[src/rtl/imm_ext_unit.sv]
// Immediate-generation stage: extracts and extends an instruction's immediate field,
// merges EXTEND prefix payloads, and presents the result through a one-deep valid/ready register.
module imm_ext_unit #(
  parameter int         INST_W    = 16,
  parameter int         DATA_W    = 16,
  parameter logic [4:0] PREFIX_OP = 5'b11110
) (
  input  logic              clk,
  input  logic              rst,
  input  logic              flush,
  input  logic              in_valid,
  output logic              in_ready,
  input  logic [INST_W-1:0] inst,
  input  logic [2:0]        mode,
  output logic              out_valid,
  input  logic              out_ready,
  output logic [DATA_W-1:0] imm,
  output logic              prefixed,
  output logic              err
);

  typedef enum logic {IDLE, HELD} state_t;

  state_t            state_q;
  logic [10:0]       prefix_q;
  logic              out_valid_q;
  logic              prefixed_q;
  logic              err_q;
  logic [DATA_W-1:0] imm_q;

  logic              accept;
  logic              is_prefix;
  logic              mode_bad;
  logic [DATA_W-1:0] field_imm;
  logic [DATA_W-1:0] pair_imm;
  logic [15:0]       pair_word;

  assign in_ready  = !out_valid_q || out_ready;
  assign accept    = in_valid && in_ready;
  assign is_prefix = (inst[15:11] == PREFIX_OP);

  // The prefix payload forms the upper 11 bits; the full 16-bit word is then sign-extended.
  assign pair_word = {prefix_q, inst[4:0]};
  assign pair_imm  = DATA_W'($signed(pair_word));

  always_comb begin
    field_imm = '0;
    mode_bad  = 1'b0;
    case (mode)
      3'd0:    field_imm = DATA_W'($signed(inst[3:0]));
      3'd1:    field_imm = DATA_W'($signed(inst[4:0]));
      3'd2:    field_imm = DATA_W'($signed(inst[7:0]));
      3'd3:    field_imm = DATA_W'(inst[7:0]);
      3'd4:    field_imm = DATA_W'($signed(inst[10:0]));
      3'd5:    field_imm = DATA_W'(inst[4:2]);
      default: mode_bad  = 1'b1;
    endcase
  end

  always_ff @(posedge clk or posedge rst) begin
    if (rst) begin
      state_q     <= IDLE;
      prefix_q    <= '0;
      out_valid_q <= 1'b0;
      imm_q       <= '0;
      prefixed_q  <= 1'b0;
      err_q       <= 1'b0;
    end else if (flush) begin
      state_q     <= IDLE;
      prefix_q    <= '0;
      out_valid_q <= 1'b0;
      prefixed_q  <= 1'b0;
      err_q       <= 1'b0;
    end else begin
      err_q <= 1'b0;
      if (out_valid_q && out_ready) begin
        out_valid_q <= 1'b0;
      end
      // A new result overrides the consume above, giving one transfer per cycle.
      if (accept) begin
        if (is_prefix) begin
          prefix_q <= inst[10:0];
          state_q  <= HELD;
          err_q    <= (state_q == HELD);
        end else if (state_q == HELD) begin
          imm_q       <= pair_imm;
          prefixed_q  <= 1'b1;
          out_valid_q <= 1'b1;
          prefix_q    <= '0;
          state_q     <= IDLE;
        end else begin
          imm_q       <= field_imm;
          prefixed_q  <= 1'b0;
          out_valid_q <= 1'b1;
          err_q       <= mode_bad;
        end
      end
    end
  end

  assign out_valid = out_valid_q;
  assign imm       = imm_q;
  assign prefixed  = prefixed_q;
  assign err       = err_q;

endmodule

[config.mk]
export PLATFORM = sky130hd
export DESIGN_NAME = imm_ext_unit
export DESIGN_NICKNAME = d
export VERILOG_FILES = /design/src/rtl/imm_ext_unit.sv
export SDC_FILE = /design/constraint.sdc
export NUM_CORES = 1
export LEC_CHECK = 0
export CORE_UTILIZATION = 37
export DETAILED_ROUTE_END_ITERATION = 8
export GPL_TIMING_DRIVEN = 0
export HOLD_SLACK_MARGIN = 0.06
export PLACE_DENSITY = 0.69
export SLEW_MARGIN = 40
export SYNTH_ARGS = -nofsm -noshare
export SYNTH_HDL_FRONTEND = slang
export SYNTH_SLANG_ARGS = --single-unit
[constraint.sdc]
create_clock -name clk -period 1.7 [get_ports clk]
set_clock_uncertainty 0.15 [all_clocks]
set_input_delay 0.255 -clock clk [delete_from_list [all_inputs] [get_ports clk]]
set_output_delay 0.255 -clock clk [all_outputs]
set_load 0.05 [all_outputs]
# Yosys cells after proc, flatten, opt, wreduce, memory -nomap -nowiden
# Cells that the tools add are included.
# classes
n_addsub	0
multipliers	0
n_div	0
n_lt_le_gt_ge	0
n_eq_ne	7
shift	0
muxes	22
bitwise	2
n_reduce_logical	11
# op_table
operator	n
$pmux W16 S6	1
$mux W11	4
$mux W1	16
$mux W16	1
$eq A3 B2 Y1 const B	2
$eq A3 B3 Y1 const B	2
$reduce_or A6 Y1	1
$eq A5 B5 Y1 const B	1
$reduce_and A2 Y1	2
$eq A3 B1 Y1 const B	1
$logic_not A3 Y1	1
$reduce_and A3 Y1	1
$reduce_bool A3 Y1	1
$logic_and A1 B1 Y1	2
$ne A2 B2 Y1 const B	1
$not A1 Y1	2
$reduce_bool A2 Y1	1
$logic_not A1 Y1	1
$logic_or A1 B1 Y1	1
# word_totals
regBits	31
latch_bits	0
ram_bits	0
rom_bits	0
inputBits	24
elab_cells	48
mem_count	0

# Depth between registers and ports, before layout
# depth
ltp_word	7
depth_mapped	6
depth_no_buf	4

# Worst setup path after synthesis
# No wires, ideal clock.
# synth_path
path_type	reg2reg
from	register out_valid_q (netlist: out_valid)
to	register imm_q[5] (netlist: imm[5])
arrival_ns	1.755
required_ns	1.424
setup_slack_ns	-0.331
stages_incl_launch_ff	6
n_path_buf	2
path_cell_list	dfrtp_1 -> nand2b_1 -> buf_2 -> nand3_1 -> buf_2 -> a221o_1
# synth_between
elab_chain_len	4
# synth_rtl
item	line	text
start, declared	26	logic out_valid_q;
start signal, assigned	64	out_valid_q <= 1'b0;
start signal, assigned	71	out_valid_q <= 1'b0;
start signal, assigned	77	out_valid_q <= 1'b0;
$logic_not A1 Y1	38	assign in_ready = !out_valid_q || out_ready;
$logic_or A1 B1 Y1	38	
named net in_ready	12	output logic in_ready,
$logic_and A1 B1 Y1	39	assign accept = in_valid && in_ready;
$reduce_and A3 Y1 (no line)	-	
end signal, assigned	86	imm_q <= pair_imm;
end signal, assigned	92	imm_q <= field_imm;
end, declared	29	logic [DATA_W-1:0] imm_q;
# The timed path passes the listed nets, and every way through them passes these cells.
# A chain may end at the register's enable or synchronous reset.

# Worst setup path after layout
# layout_path
from	input inst[12]
to	register imm_q[4] (netlist: imm[4])
# layout_between
elab_chain_len	3
# layout_rtl
item	line	text
start, declared	13	input logic [INST_W-1:0] inst,
$eq A5 B5 Y1	40	assign is_prefix = (inst[15:11] == PREFIX_OP);
$not A1 Y1 (no line)	-	
$reduce_and A3 Y1 (no line)	-	
# No other way between the ends.

==> impl_metrics.py <==
metrics = {
    "timing": {
        "worst_slack_ns": 0.00532,
        "fmax_mhz": 590,
        "hold_ws_ns": 0.237,
        "slew_violations": 0,
        "setup_viol": 0,
        "timing.final.crit_share_pct": 99.7,
        "final_hold_viol_count": 0,
        "rsz0062_at_grt": "yes",
        "period_needed_ns": 1.69,
        "max_slew_margin_pct": 56.5,
        "worst_pin_slew_ns": 0.651,
    },
    "final_layout": {
        "final_cells": 232,
        "antennaDiodeCount": 0,
        "nets": 207,
        "drive_gt1_share_pct": 22.3,
        "area_growth_syn_to_layout_pct": 49.3,
        "fin_util_pct": 58.9,
    },
    "grt": {
        "grt_max_degree": 32,
        "first_global_vias": 1410,
        "grt_pass1_wl_um": 6750,
        "antenna_found_initial": 0,
        "grt-ovfl-total": 0,
        "groute.usage.overall_pct": 21.9,
    },
    "floorplanning": {
        "die_x_um": 64.9,
        "initial_core_util_pct": 39.4,
        "dieArea_um2": 4220,
        "io_pins": 44,
        "die_h_um": 64.9,
        "core_area_um2": 3720,
        "rows": 22,
    },
    "yosys": {
        "syn-num-nets": 152,
        "yosysWarnings": 0,
        "synth_seq_cells": 31,
        "synth_edf_count": 0,
        "synth_top_flop_cell": "dfrtp_1",
        "syn_area_um2": 1470,
        "ys_async_sr_fraction_pct": 100,
        "synthCells": 128,
        "ys_seq_area_share_pct": 52.9,
        "avgSynthCellArea_um2": 11.4,
        "synth.distinct_cells": 34,
    },
    "place": {
        "portBuffers": 42,
        "gp_congestion": 0.786,
        "place.detailed.hpwl_um": 2750,
        "dp_cells": 218,
        "pre_cts_ws_ns": -0.480,
    },
    "power": {
        "power.total_mw": 1.98,
        "leakagePower_nw": 1.00,
        "power.density_nw_per_um2": 904,
        "peakVddDrop_uv": 603,
    },
    "clocking": {
        "tritoncts": "built",
        "numCtsBuffers": 5,
        "clockBufferDepth": 2,
        "path_clk_slew_ns": 0.06,
        "cts.sinks": 31,
        "root_buffer": "clkbuf_8",
        "clock_latency_ns": 0.28,
        "cts.htree.levels": 2,
    },
    "critical_path": {
        "slowest_stage": "clkdlybuf4s50_1",
        "cp_top_family": "buffers and inverters",
        "r2r-end": "imm[5]",
        "path_buf_inv": 2,
        "cpPeakStageDelay_ns": 0.47,
        "path_class": "primary input to flip-flop",
        "timing.critical_path.cells": "clkdlybuf4s50_1, nand4_1, nor2_4, clkbuf_4, nor3_1, a221o_1",
        "worst_setup_path_end_kind": "flip-flop",
        "reg2reg_slack_ns": 0.17,
        "cp-start-kind": "primary input",
        "crit_required_ns": 1.72,
        "rr_worst_depth": 5,
        "arrival_ns": 1.71,
        "r2r-start": "out_valid",
        "cp_max_fo": 10,
    },
    "drt": {
        "first_pass_iters": 4,
        "drc_errors": 0,
        "initialDrtViolationCount": 39,
        "wl_per_cell_um": 17.5,
        "avgViaCountPerCell": 5.65,
        "postRouteAntennaNets": 0,
        "num_vias": 1311,
        "drt-total-wl_um": 4070,
    },
    "run": {
        "maxCapViolations": 0,
    },
    "hold_path": {
        "min_path_type": "primary input to asynchronous set/reset pin",
    },
    "outcome": {
        "status": "complete, no violations",
    },
}
==> how the worst max path moves through the flow <==
stage                         start       end  slack, ns  depth (start not counted)
final                      inst[12]    imm[4]      0.005                          6
after global routing       inst[12]    imm[4]      -0.03                          6
after CTS                 out_ready  in_ready      -0.04                          4
after detailed placement      flush   imm[11]      -0.48                          5
after global placement    out_ready  in_ready      -0.44                          4
after floorplan           out_valid    imm[5]       0.01                          5
==> metal layers <==
layer	track usage [%]	up-vias	share of wire, %
li1	-	618	-
met1	27.3	638	44
met2	36.2	46	49
met3	5.81	9	4.7
met4	7.50	0	2.2
met5	0	-	0
==> sequential cells by signal, summed over array words and instances, names as in the netlist <==
signal,cells
imm,16
out_valid,1
err,1
state_q,1
prefixed,1
prefix_q,11
==> cell families (layout without fill, tap and decap cells) <==
group	Yosys count	count (layout)	synth area share, %
buf+inv	10	66	3.67
compound gates	55	55	28.4
simple gates	29	29	13.0
flops	31	31	52.9
mux	2	2	1.37
xor+xnor	1	1	0.598
==> cell usage after synthesis, types with 2 or more instances <==
master | count | area, um2
a22o_1 | 11 | 96.3
nor2_1 | 3 | 11.3
nor2b_1 | 2 | 12.5
inv_1 | 2 | 7.51
a22oi_1 | 3 | 22.5
o211ai_1 | 3 | 22.5
nand2b_1 | 2 | 12.5
o21ai_0 | 17 | 85.1
nor3_1 | 3 | 15.0
mux2i_1 | 2 | 20.0
dfrtp_1 | 31 | 776
and4bb_2 | 2 | 25.0
buf_2 | 7 | 35.0
a221o_1 | 10 | 100
nand2_1 | 3 | 11.3
nand3_1 | 4 | 20.0
a211oi_1 | 5 | 37.5
a31oi_1 | 2 | 12.5
==> through the flow <==
step	setup TNS [ns]	instance area [um2]
after floorplan	0	1490
after global placement	-14.53	1970
after detailed placement	-12.46	1970
after CTS	-0.0386	2150
after global routing	-0.0303	2190
final	0	2190
==> power by group <==
group / total [mW] / internal [mW] / switching, mW
Clock: 0.619 / 0.369 / 0.251
Combinational: 0.530 / 0.180 / 0.351
Sequential: 0.827 / 0.796 / 0.0308
Total: 1.98 / 1.34 / 0.632
==> area by class of cell <==
class / count / area, um2
inverters: 2 / 7.51
flip-flops and latches: 31 / 777
multi-input cells: 87 / 723
repair buffers: 48 / 437
plain buffers: 8 / 82.6
clock buffers: 8 / 100
well taps: 48 / 60.1
fillers: 334 / 1530
==> repair_timing <==
item | in CTS | in global routing
setup endpoints to repair | 43 | 26
hold buffers | 0 | 0
endpoints found under the hold margin | 0 | 0
gates resized for setup | 42 | 13
pin swaps | 4 | 4
cloned | 0 | 0
buffers inserted | 4 | 2
==> cells in the final DEF (no fill, tap or decap), types with 3 or more instances in the layout <==
cell,Yosys,routed
a22o_1,11,11
a221o_1,10,10
o21ai_0,17,17
dfrtp_1,31,30
buf_6,1,6
dlygate4sd2_1,0,23
clkdlybuf4s50_1,0,16
a22oi_1,3,3
buf_4,0,7
a211oi_1,5,4
clkbuf_8,0,7
o211ai_1,3,3
nor3_1,3,3
Note: power is estimated with default switching activity, not from simulation.
